--- src/rtl/mcp_main_control.sv ---
// Multicycle MIPS main controller: Moore FSM plus ALU decoder. Outputs are combinational from state, and the FETCH strobes are gated by MEM_READY.
// Latency is 3-5 cycles per instruction; MEM_READY=0 holds FETCH, MEMRD and MEMWR, and each held cycle adds one cycle.
module mcp_main_control #(
    parameter int OPW = 6
) (
    input  logic           CLK,
    input  logic           RST,
    input  logic [OPW-1:0] OP,
    input  logic [OPW-1:0] FUNCT,
    input  logic           ZERO,
    input  logic           MEM_READY,
    output logic           IorD,
    output logic           ALUSrcA,
    output logic [1:0]     ALUSrcB,
    output logic           RegDst,
    output logic           MemtoReg,
    output logic [1:0]     PCSrc,
    output logic [2:0]     ALUControl,
    output logic           IRWrite,
    output logic           MemWrite,
    output logic           RegWrite,
    output logic           PCEn,
    output logic           ILLEGAL_OP,
    output logic [3:0]     STATE
);
    typedef enum logic [3:0] {
        FETCH  = 4'd0,  DECODE = 4'd1,  MEMADR = 4'd2,  MEMRD  = 4'd3,
        MEMWB  = 4'd4,  MEMWR  = 4'd5,  EXEC   = 4'd6,  ALUWB  = 4'd7,
        BRANCH = 4'd8,  ADDIEX = 4'd9,  ADDIWB = 4'd10, JUMP   = 4'd11
    } state_t;

    localparam logic [OPW-1:0] OP_LW    = OPW'(6'b100011);
    localparam logic [OPW-1:0] OP_SW    = OPW'(6'b101011);
    localparam logic [OPW-1:0] OP_RTYPE = OPW'(6'b000000);
    localparam logic [OPW-1:0] OP_BEQ   = OPW'(6'b000100);
    localparam logic [OPW-1:0] OP_ADDI  = OPW'(6'b001000);
    localparam logic [OPW-1:0] OP_J     = OPW'(6'b000010);

    state_t     state_q, state_d, cur;
    logic       illegal_q, illegal_d;
    logic       ir_write, mem_write, reg_write, pc_write, branch;
    logic [1:0] alu_op;

    always_ff @(posedge CLK) begin
        if (RST) begin
            state_q   <= FETCH;
            illegal_q <= 1'b0;
        end else begin
            state_q   <= state_d;
            illegal_q <= illegal_d;
        end
    end

    // Reset presents FETCH decode immediately so no mux select glitches mid-instruction.
    assign cur = RST ? FETCH : state_q;

    always_comb begin
        state_d   = FETCH;
        illegal_d = illegal_q;
        IorD      = 1'b0;
        ALUSrcA   = 1'b0;
        ALUSrcB   = 2'b00;
        RegDst    = 1'b0;
        MemtoReg  = 1'b0;
        PCSrc     = 2'b00;
        alu_op    = 2'b00;
        ir_write  = 1'b0;
        mem_write = 1'b0;
        reg_write = 1'b0;
        pc_write  = 1'b0;
        branch    = 1'b0;
        case (cur)
            FETCH: begin
                ALUSrcB  = 2'b01;
                ir_write = MEM_READY;
                pc_write = MEM_READY;
                state_d  = MEM_READY ? DECODE : FETCH;
            end
            DECODE: begin
                ALUSrcB = 2'b11;
                case (OP)
                    OP_LW, OP_SW: state_d = MEMADR;
                    OP_RTYPE:     state_d = EXEC;
                    OP_BEQ:       state_d = BRANCH;
                    OP_ADDI:      state_d = ADDIEX;
                    OP_J:         state_d = JUMP;
                    default: begin
                        state_d   = FETCH;
                        illegal_d = 1'b1;
                    end
                endcase
            end
            MEMADR: begin
                ALUSrcA = 1'b1;
                ALUSrcB = 2'b10;
                if (OP == OP_LW)      state_d = MEMRD;
                else if (OP == OP_SW) state_d = MEMWR;
                else                  state_d = FETCH;
            end
            MEMRD: begin
                IorD    = 1'b1;
                state_d = MEM_READY ? MEMWB : MEMRD;
            end
            MEMWB: begin
                MemtoReg  = 1'b1;
                reg_write = 1'b1;
            end
            MEMWR: begin
                IorD      = 1'b1;
                mem_write = 1'b1;
                state_d   = MEM_READY ? FETCH : MEMWR;
            end
            EXEC: begin
                ALUSrcA = 1'b1;
                alu_op  = 2'b10;
                state_d = ALUWB;
            end
            ALUWB: begin
                RegDst    = 1'b1;
                reg_write = 1'b1;
            end
            BRANCH: begin
                ALUSrcA = 1'b1;
                alu_op  = 2'b01;
                PCSrc   = 2'b01;
                branch  = 1'b1;
            end
            ADDIEX: begin
                ALUSrcA = 1'b1;
                ALUSrcB = 2'b10;
                state_d = ADDIWB;
            end
            ADDIWB: reg_write = 1'b1;
            JUMP: begin
                PCSrc    = 2'b10;
                pc_write = 1'b1;
            end
            default: state_d = FETCH;
        endcase
    end

    always_comb begin
        ALUControl = 3'b010;
        case (alu_op)
            2'b01: ALUControl = 3'b110;
            2'b10: begin
                case (FUNCT)
                    OPW'(6'b100010): ALUControl = 3'b110;
                    OPW'(6'b100100): ALUControl = 3'b000;
                    OPW'(6'b100101): ALUControl = 3'b001;
                    OPW'(6'b101010): ALUControl = 3'b111;
                    default:         ALUControl = 3'b010;
                endcase
            end
            default: ALUControl = 3'b010;
        endcase
    end

    assign IRWrite    = ir_write  & ~RST;
    assign MemWrite   = mem_write & ~RST;
    assign RegWrite   = reg_write & ~RST;
    assign PCEn       = ~RST & (pc_write | (branch & ZERO));
    assign ILLEGAL_OP = illegal_q;
    assign STATE      = cur;
endmodule

--- config.mk ---
export PLATFORM = sky130hd
export DESIGN_NAME = mcp_main_control
export DESIGN_NICKNAME = d
export VERILOG_FILES = /design/src/rtl/mcp_main_control.sv
export SDC_FILE = /design/constraint.sdc
export NUM_CORES = 1
export LEC_CHECK = 0
export ABC_AREA = 1
export CORE_MARGIN = 4
export CORE_UTILIZATION = 42
export CTS_CLUSTER_SIZE = 20
export DETAILED_ROUTE_END_ITERATION = 10
export PLACE_DENSITY = 0.88
export SLEW_MARGIN = 20
export SYNTH_ARGS = -nofsm -noshare
export SYNTH_HDL_FRONTEND = slang
export SYNTH_SLANG_ARGS = --single-unit
--- constraint.sdc ---
create_clock -name CLK -period 2.5 [get_ports CLK]
set_input_delay 0.375 -clock CLK [delete_from_list [all_inputs] [get_ports CLK]]
set_output_delay 0.375 -clock CLK [all_outputs]
set_load 0.02 [all_outputs]
======== Yosys cells after proc, flatten, opt, wreduce, memory -nomap -nowiden ========
Index checks and enable logic that the tools add are counted.
word-level totals
  flip-flop bits (word level) ............. 5
operators by class
  reduce and logical (&&, ||, !) cells .... 9
  equal/unequal tests ..................... 22
  bitwise gates (word level) .............. 8
  muxes and demuxes ....................... 22
operator list
  cell                count
  $eq 6x6->1 const B  6
  $pmux 4 s7          1
  $pmux 4 s5          1
  $eq 4x3->1 const B  4
  $eq 4x4->1 const B  4
  $mux 3              4
  $pmux 3 s4          1
  $mux 1              9
  $eq 4x2->1 const B  2
  $pmux 2 s2          2
  $eq 6x2->1 const B  1
  $eq 6x3->1 const B  1
  $eq 6x4->1 const B  1
  $logic_not 6->1     1
  $pmux 2 s3          1
  $pmux 3 s2          1
  $reduce_or 2->1     3
  $reduce_or 6->1     1
  $and 1x1->1         5
  $eq 4x1->1 const B  1
  $logic_not 4->1     1
  $mux 4              1
  $reduce_or 4->1     1
  $reduce_or 3->1     1
  other kinds (6)     7

======== Logic depth before layout (Yosys ltp) ========
Gate-level depths: netlist (run 1).
  word-level depth ........................ 6
  depth in mapped cells ................... 12
  gate-level depth less buffers ........... 11

======== Least setup slack after synthesis (run 1) ========
No wires, ideal clock.
  path type ............................... input port to output port
  from .................................... in RST
  to ...................................... out ALUControl[0]
  data arrival time ....................... 1.848 ns
  required time ........................... 2.125 ns
  stages .................................. 7
  slack ................................... 0.277 ns
  cell sequence ........................... buf_6 > nor2_4 > nand2_2 > nor2_4 > inv_2 > ha_1 > a211oi_1
on the way
  cells in the longest elaborated chain, start to end .. 5
  elaborated cells between the ends (all ways) .. 7
  classes of those cells .................. eq/ne: 4; mux: 3
ends and longest elaborated chain
  item                                      RTL line  source
  start, declared                           7         input logic RST,
  $mux 4 (*)                                55        assign cur = RST ? FETCH : state_q;
  named net STATE[1]                        24        output logic [3:0] STATE
  $eq 4x4->1 or $eq 4x3->1 (tied branches)  72        case (cur)
  $pmux 2 s2 (*)                            72
  $eq 2x2->1 or $eq 2x1->1 (tied branches)  144       case (alu_op)
  $pmux 3 s2 (*)                            144
  end, declared                             18        output logic [2:0] ALUControl,
The timed path passes the listed nets; every way through them passes the cells marked *.

======== Final worst setup path (run 1) ========
  from .................................... reg state_q[1]
  to ...................................... out ALUControl[1]
on the way
  cells in the longest elaborated chain, start to end .. 5
  elaborated cells between the ends (all ways) .. 7
  classes of those cells .................. eq/ne: 4; mux: 3
ends and longest elaborated chain
  item                                      RTL line  source
  start, declared                           39        state_t state_q, state_d, cur;
  start signal, assigned                    49        state_q <= state_d;
  $mux 4 (*)                                55
  $eq 4x4->1 or $eq 4x3->1 (tied branches)  72
  $pmux 2 s2 (*)                            72
  $eq 2x2->1 or $eq 2x1->1 (tied branches)  144
  $pmux 3 s2 (*)                            144
Every way passes the cells marked *; elsewhere a longest branch is shown, timed or not.

==> impl_metrics.csv, run 1 <==
group,metric,value,unit
place,io_buffer_count,35,
floorplanning,design.die.area,2430,sq um
final_layout,final_design_area_no_fill,1290,sq um
final_layout,layout.cells.non_filler,196,
final_layout,synthToLayoutAreaGrowth,80.1,%
routing,vias,968,
clock_tree,clk_root_buffer_cell,"clkbuf_4",
critical_path,critical_path_required,2120,ps
critical_path,worst-setup-path-type,"flop to primary output",
clock_tree,clock_sink_count,5,
yosys,ys_top_cells_by_area,"dfxtp_1, nor2_1, nand3_1",
timing,post-route-min-period,2220,ps
final_layout,design.final.nets,200,
power_and_ir_drop,pwr-share-comb,33.0,%
critical_path,crit_path_start_kind,"flop",
grt,grt_antenna_before_repair,0,
critical_path,maximum_fanout_count_along_the_critical_path,3,
power_and_ir_drop,ir_worst_vdd,0.000294,V
status,status,"completed",
power_and_ir_drop,net-switching-power,0.0829,mW
critical_path,timing.critical_path.cells,"inv_1, nor2_4, nor2_2, inv_1, nor2_4, inv_2, ha_1, inv_1, o21bai_1, inv_1, nand2_1, buf_2",
routing,detail-route-antenna-nets,0,
place,dpl-instance-area,1250,sq um
yosys,synth-seq-area-share,14.0,%
routing,detail_route.vias_per_cell,4.94,
timing,count_of_final_hold_check_violations,0,
power_and_ir_drop,cellLeakagePower,0.649,nW
clock_tree,tritoncts,"done",
floorplanning,die_width,49.3,microns
clock_tree,clk_pin_slew,50,ps
routing,first_pass_iters,5,
power_and_ir_drop,internal_power,0.189,mW
timing,timing_worst_slew_pin_value,250,ps
floorplanning,top_level_ports,36,
critical_path,cp_common_cell,"inv_1",
yosys,synthesis.yosys.warnings,0,
flow_run,drv.max_cap_violation_count,0,
floorplanning,rows,14,
timing,maxSlewViolCount,0,
timing,timing.max_slew.rel_slack,83.3,%
place,gp_congestion,0.940,
timing,final_period_utilization,89.0,%
power_and_ir_drop,power_frac_seq,30.5,%
yosys,synth_cell_types,24,
floorplanning,initial_utilization,45.9,%
critical_path,end_kind,"primary output",
floorplanning,floorplan.core_area,1560,sq um
place,place_hpwl,2000,microns
yosys,postSynthRegisterBits,5,
routing,routed_wirelength,2350,microns
worst_hold_path,worstHoldPathType,"flop to flop",
yosys,syn-cell-area,716,sq um
yosys,post-synth-top-area-fraction,14.0,%
critical_path,critical_path.slowest_cell,"dfxtp_1",
power_and_ir_drop,power_density,211,nW/um^2
critical_path,worst-path-buf-inv,6,
timing,setup_tns,0,ps
grt,via_count_of_the_first_global_routing_pass,944,
clock_tree,h_tree_levels,1,
yosys,syn_avg_cell_area,6.12,sq um
place,placed_cells_incl_taps,191,
critical_path,ff2ff_setup_slack,1060,ps
floorplanning,die_y,49.3,microns
yosys,cells_after_synth,117,
timing,skew,10.4,ps
critical_path,top_family_by_delay_on_critical_path,"buffers and inverters",
routing,drt_iter0_drc,27,
final_layout,drive_gt1_share,30.0,%
grt,grt_max_degree,5,
power_and_ir_drop,switching_share,30.5,%
grt,grt_pass1_wl,3900,microns
final_layout,antenna_cells_inserted,0,
critical_path,worst-endpoint-arrival,1850,ps
timing,setup_viol,0,
yosys,syn-num-nets,136,
routing,drc_violations_left,0,
clock_tree,cts_buffer_depth,2,
grt,grt.total_usage,20.6,%
yosys,synth_top_area_cell,"dfxtp_1",
power_and_ir_drop,clock_power_share,36.4,%
clock_tree,cts_hold_repair.buffers,0,
clock_tree,insertion_delay,250,ps
clock_tree,cts_buffers,3,
critical_path,timing.critical_path.slowest_cell_delay,320,ps
grt,grt_overflow_total,0,
routing,routedWlPerCell,12.0,microns
timing,fin_worst_hold_slack,475,ps
timing,fmax,0.449,GHz
timing,grt_setup_unrepaired,"false",
power by group through the flow:
stage	Combinational (mW)	Clock, mW	Sequential [mW]
global route	0.0967	0.109	0.0831
finish	0.0898	0.0991	0.0830
detailed placement	0.0887	0	0.0844
CTS	0.0888	0.0987	0.0830
global placement	0.0856	0	0.0843
floorplan	0.0375	0	0.0854
path summary, 6_finish.rpt:
check,startpoint,end,cells after the start
max,state_q[1]$_SDFF_PP0_,ALUControl[1],12
min,ILLEGAL_OP$_SDFFE_PP0P_,ILLEGAL_OP$_SDFFE_PP0P_,2
max reg2reg,state_q[2]$_SDFF_PP0_,state_q[0]$_SDFF_PP0_,10
min reg2reg,ILLEGAL_OP$_SDFFE_PP0P_,ILLEGAL_OP$_SDFFE_PP0P_,2
layout make-up:
cell class	count	area [sq um]
Multi-Input combinational cell	88	531
Timing Repair Buffer	60	523
Fill cell	105	270
Sequential cell	5	100
Inverter	23	88.8
Clock buffer	4	26.3
Tap cell	16	20.0
worst reg2reg max path, stage by stage, from the launching register on:
cell and delay, ps:
dfxtp_1 410, inv_1 100, nor2_4 120, nand2_4 70, buf_4 150, nor2_4 130, buf_4 120, nand2_1 70
nand3_1 80, nor2_1 50, nor2_1 80
per-layer routing:
layer	GRT usage [%]	part of all wire, %
met5	0	0
met3	1.83	4.1
met2	40.6	53
met4	9.48	2.1
met1	21.4	40
registers in the layout, indices dropped and copies added, names as in the netlist:
name / count
state_q: 4
ILLEGAL_OP: 1
per-stage QoR:
step	setup WS [ps]	utilization [%]	total power [mW]
2_1_floorplan	277	-	0.123
3_3_place_gp	-392	80.5	0.170
3_5_place_dp	-427	80.5	0.173
4_1_cts	-16.0	81.4	0.271
5_1_grt	149	82.7	0.289
6_report	275	82.7	0.272
Yosys cell counts:
library cell	count
nor2_2	2
buf_6	1
a211oi_1	1
nor2_1	24
o21ai_0	2
inv_2	2
nand3_1	16
o211ai_1	1
nor2_8	1
ha_1	3
nand3b_1	2
inv_1	20
o21bai_1	1
inv_4	1
or2_2	1
nand4_1	2
a21oi_1	2
and3_1	1
nand2_2	2
nand2_4	4
nand2_1	16
dfxtp_1	5
nor2_4	6
o21a_1	1
placed cells by master (no fill, tap or decap), drive strengths merged:
cell / instances
nor2: 33
buf: 28
inv: 23
nand2: 22
clkdlybuf4s50: 20
nand3: 16
dlygate4sd2: 10
dfxtp: 5
clkbuf: 4
ha: 3
a21oi: 2
nand4: 2
o21ai: 2
nand3b: 2
or2: 1
o21bai: 1
a211oi: 1
o211ai: 1
o21a: 1
and3: 1
dlymetal6s2s: 1
clkdlybuf4s15: 1
cells by family after synthesis:
logic type	Yosys count	synth area share, %
compound gates	8	6.99
fa+ha+maj	3	5.25
simple gates	77	59.8
buf+inv	24	14.0
flops	5	14.0
timing repair:
action | in CTS | in global routing
pin swaps | 1 | 1
buffers inserted | 1 | 0
endpoints found under the setup margin | 13 | 8
resized for setup | 27 | 8
Note: power is estimated with default switching activity, not from simulation.
==> run 2, diff against run 1 <==
CORE_MARGIN = default   (was 4)
TNS_END_PERCENT = 1   (was default)
==> impl_metrics.csv, run 2 (synthesis gave the netlist of run 1 again) <==
group,metric,value,unit
grt,grt_overflow_total,0,
final_layout,layout.cells.most_common,"buf_4",
critical_path,end_kind,"primary output",
worst_hold_path,worstHoldPathType,"flop to flop",
grt,grtUsageMet3,5.96,%
final_layout,design.final.nets,202,
grt,grt.busiest_layer,"met2",
grt,groute.layer.met2.usage,57.6,%
routing,drc_violations_left,0,
timing,final_period_utilization,91.3,%
timing,timing_worst_slew_pin_value,283,ps
timing,timing.max_slew.rel_slack,81.1,%
critical_path,maximum_fanout_count_along_the_critical_path,3,
clock_tree,insertion_delay,240,ps
floorplanning,die_y,43.3,microns
critical_path,critical_path_required,2120,ps
grt,grt.total_usage,29.4,%
clock_tree,cts_buffers,3,
timing,fmax,0.438,GHz
power_and_ir_drop,power.total,0.271,mW
place,dpl-instance-area,1260,sq um
power_and_ir_drop,power_density,207,nW/um^2
timing,count_of_final_hold_check_violations,0,
grt,grt_antenna_before_repair,0,
final_layout,largest_register_ff_count,4,
final_layout,most-common-layout-cells,"buf_4, nor2_1, clkdlybuf4s50_1, inv_1",
routing,drt_iter0_drc,44,
routing,detail_route.vias_per_cell,5.49,
clock_tree,clk_pin_slew,40,ps
place,placed_cells_incl_taps,192,
timing,grt_setup_unrepaired,"false",
grt,met1_usage,29.0,%
power_and_ir_drop,ir_worst_vdd,0.000173,V
floorplanning,die_width,43.3,microns
clock_tree,cts_buffer_depth,2,
place,place_hpwl,2040,microns
clock_tree,cts_hold_repair.buffers,0,
final_layout,antenna_cells_inserted,0,
floorplanning,floorplan.core_area,1540,sq um
critical_path,timing.critical_path.cells,"inv_1, nor2_4, nor2_2, inv_2, nor2_4, buf_4, ha_1, a211oi_2, buf_4",
status,status,"completed",
timing,post-route-min-period,2280,ps
critical_path,top_family_by_delay_on_critical_path,"buffers and inverters",
critical_path,worst-path-buf-inv,4,
timing,setup_viol,0,
floorplanning,top_level_ports,36,
routing,first_pass_iters,4,
final_layout,drive_gt1_share,34.6,%
critical_path,worst-setup-path-type,"flop to primary output",
final_layout,final_design_area_no_fill,1310,sq um
routing,routed_wirelength,2840,microns
floorplanning,design.die.area,1870,sq um
floorplanning,rows,14,
critical_path,timing.critical_path.slowest_cell_delay,320,ps
routing,detail-route-antenna-nets,0,
routing,vias,1087,
final_layout,max_flop_register,"state_q",
final_layout,final_util,85.1,%
timing,fin_worst_hold_slack,498,ps
clock_tree,clock_sink_count,5,
timing,maxSlewViolCount,0,
grt,grt_max_degree,5,
place,io_buffer_count,35,
timing,skew,0.728,ps
flow_run,drv.max_cap_violation_count,0,
critical_path,worst-endpoint-arrival,1910,ps
grt,via_count_of_the_first_global_routing_pass,1097,
clock_tree,tritoncts,"done",
place,gp_congestion,0.873,
critical_path,critical_path.slowest_cell,"dfxtp_1",
final_layout,layout.cells.non_filler,198,
clock_tree,h_tree_levels,1,
clock_tree,clk_root_buffer_cell,"clkbuf_4",
final_layout,synthToLayoutAreaGrowth,83.2,%
routing,routedWlPerCell,14.3,microns
power_and_ir_drop,cellLeakagePower,0.648,nW
critical_path,crit_path_start_kind,"flop",
grt,grt_pass1_wl,4220,microns
floorplanning,initial_utilization,46.4,%
-- run 2: cell types whose count changed in the layout (fill, tap and decap cells not counted), sizes merged --
cell         change
buf              +5
dlygate4sd2      -3
-- run 2: where the power goes --
group	internal, mW	switching (mW)	leakage [nW]	total [mW]
combinational	0.0474	0.0466	0.593	0.0940
sequential	0.0821	0.00104	0.0407	0.0832
clock	0.0604	0.0333	0.0150	0.0937
total	0.190	0.0810	0.648	0.271
-- run 2: worst reg2reg max path: stages (launching register included) --
cell and delay, ps:
dfxtp_1 420, inv_1 110, nor2_4 130, nand2_4 70, buf_4 150, nor2_4 150
buf_4 140, nand2_1 60, nand3_1 70, nor2_1 50, nor2_1 80
-- run 2: layout make-up --
| type | count | area (sq um) |
|---|---|---|
| clock buffers | 4 | 26.3 |
| repair buffers | 62 | 534 |
| well taps | 16 | 20.0 |
| multi-input cells | 88 | 542 |
| fillers | 97 | 230 |
| inverters | 23 | 88.8 |
| flip-flops and latches | 5 | 100 |
-- run 2: final timing paths --
check,startpoint,end,slack [ps],depth (start not counted)
min,ILLEGAL_OP$_SDFFE_PP0P_,ILLEGAL_OP$_SDFFE_PP0P_,500,2
max,state_q[1]$_SDFF_PP0_,ALUControl[0],220,9
max reg2reg,state_q[2]$_SDFF_PP0_,state_q[0]$_SDFF_PP0_,1020,10
min reg2reg,ILLEGAL_OP$_SDFFE_PP0P_,ILLEGAL_OP$_SDFFE_PP0P_,500,2
-- run 2: through the flow --
step | TNS (ps) | setup slack [ps]
global placement | -2310 | -374
CTS | -360 | -187
finish | 0 | 217
detailed placement | -3230 | -434
floorplan | 0 | 277
global route | 0 | 103
-- run 2: per-layer routing --
layer,up-vias,wire length [microns]
met3,16,207
met4,0,128
met2,77,1520
met5,-,0
li1,501,-
met1,493,985
-- run 2: timing repair --
action | in CTS | in global routing
pin swaps | 0 | 3
setup endpoints to repair | 14 | 9
resized for setup | 21 | 18
setup buffers | 0 | 2
==> run 3, diff against run 2 <==
GPL_TIMING_DRIVEN = 0   (was default)
==> impl_metrics.csv, run 3 (synthesis gave the netlist of run 1 again) <==
group,metric,value,unit
status,status,"completed",
timing,timing_worst_slew_pin_value,255,ps
clock_tree,cts_buffers,3,
final_layout,drive_gt1_share,15.5,%
floorplanning,top_level_ports,36,
critical_path,end_kind,"primary output",
worst_hold_path,worstHoldPathType,"input port to flop",
grt,grt_overflow_total,0,
final_layout,max_flop_register,"state_q",
grt,grt.total_usage,22.5,%
power_and_ir_drop,power_density,235,nW/um^2
power_and_ir_drop,power.total,0.258,mW
place,io_buffer_count,34,
critical_path,critical_path_required,2120,ps
timing,count_of_final_hold_check_violations,0,
critical_path,cp_common_cell,"inv_1",
critical_path,worst-setup-path-type,"flop to primary output",
timing,timing.max_slew.rel_slack,83.0,%
place,place_hpwl,1530,microns
routing,routedWlPerCell,10.8,microns
final_layout,antenna_cells_inserted,0,
critical_path,critical_path.slowest_cell,"clkdlybuf4s50_1",
grt,grt_pass1_wl,3240,microns
floorplanning,design.die.area,1870,sq um
timing,maxSlewViolCount,0,
power_and_ir_drop,cellLeakagePower,0.499,nW
routing,detail_route.vias_per_cell,4.95,
routing,drt_iter0_drc,26,
routing,detail-route-antenna-nets,0,
floorplanning,floorplan.core_area,1540,sq um
critical_path,worst-endpoint-arrival,1990,ps
final_layout,layout.cells.most_common,"clkdlybuf4s50_1",
grt,grt_max_degree,9,
critical_path,timing.critical_path.slowest_cell_delay,670,ps
timing,fmax,0.422,GHz
clock_tree,tritoncts,"done",
floorplanning,initial_utilization,46.4,%
final_layout,largest_register_ff_count,4,
timing,setup_viol,0,
critical_path,maximum_fanout_count_along_the_critical_path,5,
routing,drc_violations_left,0,
flow_run,drv.max_cap_violation_count,0,
clock_tree,insertion_delay,240,ps
timing,setup_tns,0,ps
routing,vias,846,
final_layout,final_design_area_no_fill,1100,sq um
clock_tree,clk_pin_slew,50,ps
clock_tree,cts_buffer_depth,2,
grt,grt_antenna_before_repair,0,
timing,skew,4.59,ps
final_layout,design.final.nets,175,
timing,layout_setup_ws,132,ps
clock_tree,h_tree_levels,1,
power_and_ir_drop,ir_worst_vdd,0.000199,V
timing,grt_setup_unrepaired,"false",
critical_path,timing.critical_path.cells,"inv_1, nor2_8, nor2_1, inv_1, nor2_2, nand2_1, o211ai_1, clkdlybuf4s50_1",
floorplanning,die_y,43.3,microns
timing,fin_worst_hold_slack,394,ps
final_layout,layout.cells.non_filler,171,
final_layout,most-common-layout-cells,"clkdlybuf4s50_1, nor2_1, inv_1, nand2_1, nand3_1",
place,dpl-instance-area,1080,sq um
clock_tree,clock_sink_count,5,
critical_path,crit_path_start_kind,"flop",
place,placed_cells_incl_taps,167,
place,dpl_worst_slack,-78.5,ps
routing,first_pass_iters,4,
clock_tree,post_cts_buffers,0,
routing,routed_wirelength,1840,microns
floorplanning,rows,14,
timing,post-route-min-period,2370,ps
final_layout,synthToLayoutAreaGrowth,53.8,%
clock_tree,clk_root_buffer_cell,"clkbuf_4",
floorplanning,die_width,43.3,microns
final_layout,final_util,71.4,%
timing,final_period_utilization,94.7,%
place,gp_congestion,0.852,
grt,via_count_of_the_first_global_routing_pass,755,
==> run 3: cell types whose count changed in the layout (fill, tap and decap cells not counted), sizes merged <==
cell,change
clkdlybuf4s15,-1
dlygate4sd2,-4
buf,-32
clkdlybuf4s50,+10
==> run 3: layout make-up <==
class | instances | area [sq um]
Multi-Input combinational cell | 88 | 515
Fill cell | 131 | 440
Timing Repair Buffer | 34 | 339
Sequential cell | 5 | 100
Inverter | 23 | 88.8
Clock buffer | 4 | 26.3
Tap cell | 16 | 20.0
Buffer | 1 | 11.3
==> run 3: worst max-delay path, delay by kind of cell, from the launching register on <==
| family | cells | cell delay [ps] |
|---|---|---|
| buffers and inverters | 3 | 930 |
| and+or+nand+nor | 4 | 410 |
| DFF | 1 | 300 |
| AOI/OAI and AO/OA | 1 | 110 |
==> run 3: path summary, 6_finish.rpt <==
| kind | startpoint | end | slack, ps | cells past startpoint |
|---|---|---|---|---|
| min | RST | ILLEGAL_OP$_SDFFE_PP0P_ | 390 | 2 |
| max reg2reg | state_q[0]$_SDFF_PP0_ | state_q[0]$_SDFF_PP0_ | 1290 | 8 |
| min reg2reg | ILLEGAL_OP$_SDFFE_PP0P_ | ILLEGAL_OP$_SDFFE_PP0P_ | 450 | 2 |
| max | state_q[0]$_SDFF_PP0_ | PCEn | 130 | 8 |
==> run 3: routing by layer <==
| metal | vias up | part of all wire (%) | track usage, % |
|---|---|---|---|
| li1 | 442 | - | - |
| met1 | 371 | 43 | 27.2 |
| met4 | 0 | 1.2 | 9.09 |
| met2 | 31 | 52 | 41.5 |
| met3 | 2 | 3.7 | 0 |
| met5 | - | 0 | 0 |
==> run 3: what timing repair did <==
item,4_1_cts,5_1_grt
setup endpoints to repair,3,2
resized for setup,3,2
hold buffers,0,0
==> run 3: power by group <==
| group | switching [mW] | total, mW | leakage (nW) | internal, mW |
|---|---|---|---|---|
| Clock | 0.0366 | 0.0971 | 0.0150 | 0.0606 |
| Sequential | 0.000907 | 0.0829 | 0.0407 | 0.0820 |
| Combinational | 0.0398 | 0.0784 | 0.443 | 0.0385 |
==> RTL edit, RTL diff (settings of run 3) <==
`OPW`: 6 -> 12.
--- a/src/rtl/mcp_main_control.sv
+++ b/src/rtl/mcp_main_control.sv
@@ -1,7 +1,7 @@
 // Multicycle MIPS main controller: Moore FSM plus ALU decoder. Outputs are combinational from state, and the FETCH strobes are gated by MEM_READY.
 // Latency is 3-5 cycles per instruction; MEM_READY=0 holds FETCH, MEMRD and MEMWR, and each held cycle adds one cycle.
 module mcp_main_control #(
-    parameter int OPW = 6
+    parameter int OPW = 12
 ) (
     input  logic           CLK,
     input  logic           RST,
Ports: changed (resized FUNCT and OP); port bits go from 36 to 48. No check against the original RTL was run, so the function may have changed too.
==> RTL edit against run 3 <==
Synthesized area rose by 16%; final area up 23%; count of clock-buffer cells in the layout stayed put; non-clock buffer count up 12; global-route usage is 0.89 points higher; worst setup slack got worse by 0.010 ns; routed wire length grew 24%; register-to-register slack worse by 0.08 ns; hold slack hardly changed; power increased by 16%; maximum frequency decreased by 0.43%; sequential cell count did not move; cell count grew 25%; largest cell class unchanged.
==> RTL edit: results (changes against run 3) <==
stage	metric	value	unit	change
logic_synthesis	Main synth FF type	dfxtp_1		
logic_synthesis	syn_nets	170		+25%
global_route	initial antenna violation count	0		unchanged
route	drt first-iter violations	23		-12%
power_and_ir_drop	Pwr Total	299	µW	+16%
layout	Biggest register	state_q		
worst_setup_path	largest delay contributor family on the critical path	buffers and inverters		
worst_setup_path	max incr delay on CP	0.41	ns	-0.26 ns
global_route	global-route wire length before repair	3.69	mm	+14%
status	outcome	complete, no violations		
layout	ant diodes	0		unchanged
clocking	number of buffers created by CTS	3		unchanged
logic_synthesis	synth top area cells	nor2_1 (14%), dfxtp_1 (12%), inv_1 (10%)		
clocking	clock root buffer	clkbuf_4		
global_route	vias in the first global route	918		+22%
power_and_ir_drop	sequential power share	28.4	%	-3.7 points
logic_synthesis	Seq/Total Area, Yosys	12.0	%	-1.9 points
layout	Final Instance Count excl. Fillers	214		+25%
sta	hold slack	0.395	ns	+0.000319 ns
placed_design	placed instance area	0.00132	mm²	+23%
placed_design	DP HPWL	2.00	mm	+30%
power_and_ir_drop	Clk pwr share	30.9	%	-6.7 points
placed_design	port bufs	46		+35%
global_route	GR Util All Layers	23.4	%	+0.89 points
layout	fraction of layout cells with a size suffix above 1	18.0	%	+2.5 points
worst_setup_path	R2R setup slack	1.21	ns	-0.08 ns
worst_setup_path	CP max-delay cell	dfxtp_1		
power_and_ir_drop	peak supply drop	0.165	mV	-17%
logic_synthesis	Syn. warnings	0		unchanged
logic_synthesis	count of unique library cells instantiated by Yosys	30		+25%
clocking	clk slew on worst S/H paths	0.04	ns	
logic_synthesis	asr flop ratio synth	0	%	unchanged
clocking	clk buf depth	2		unchanged
route	DR WL/cell	10.7	µm	-1.1%
logic_synthesis	synth cell count leaders	nor2_1 (31), inv_1 (23), nand2_1 (23)		
placed_design	gp weighted congestion	0.862		+1.2%
power_and_ir_drop	Lkg Pwr	0.656	nW	+32%
global_route	largest net degree at the start of global routing	10		+1
power_and_ir_drop	Internal	209	µW	+15%
logic_synthesis	Synth Area in Compound Gates	11.6	%	+4.6 points
sta	Fin Clk Skew	0.00135	ns	-0.00324 ns
logic_synthesis	Syn Inst Count	139		+19%
layout	Final #Nets	221		+26%
route	Via Count	1016		+20%
sta	Slew headroom	80.2	%	-2.8 points
logic_synthesis	Adder-Cell Fraction of Synth Area	4.52	%	-0.73 points
worst_setup_path	CP max FO	3		-2
==> RTL edit: changes by cell type in the layout (fill, tap and decap cells not counted), sizes merged, moves of 3 or more <==
cell           change
clkdlybuf4s50     +12
nand2              +8
nor2               +6
inv                +4
nor3               +3
==> RTL edit: worst paths after layout <==
check	end	cells past startpoint	startpoint
setup / recovery	ALUControl[0]	8	state_q[0]$_SDFF_PP0_
hold / removal	state_q[0]$_SDFF_PP0_	2	RST
setup reg to reg	state_q[2]$_SDFF_PP0_	5	state_q[3]$_SDFF_PP0_
hold reg to reg	ILLEGAL_OP$_SDFFE_PP0P_	2	ILLEGAL_OP$_SDFFE_PP0P_
==> RTL edit: final cells by class <==
class | instances | area (µm²)
tap | 25 | 31.3
buffer | 1 | 11.3
fill | 138 | 432
sequential | 5 | 101
timing repair buffer | 46 | 452
inverter | 27 | 106
clock buffer | 4 | 26.3
multi-input combinational | 106 | 623
==> RTL edit: timing repair <==
action                     in CTS  in global routing
hold endpoints to repair        0                  0
cloned                          0                  0
setup endpoints to repair       4                  2
gates resized for setup         4                  5
setup buffers                   0                  0
hold buffers                    0                  0
==> RTL edit: per-stage QoR <==
stage / setup slack [ns] / TNS (ns)
final: 0.122 / 0
after global routing: 0.0268 / 0
after CTS: -0.0330 / -0.0330
after detailed placement: -0.157 / -0.296
after global placement: -0.146 / -0.219
after floorplan: 0.0388 / 0
==> RTL edit: per-layer routing <==
metal,track usage (%),up-vias,share of wire [%],routed length (µm)
met4,5.29,0,0,0
met1,27.1,456,42,953
met2,42.8,24,55,1250
met5,0,-,0,0
li1,-,536,-,-
met3,5.10,0,3.4,78
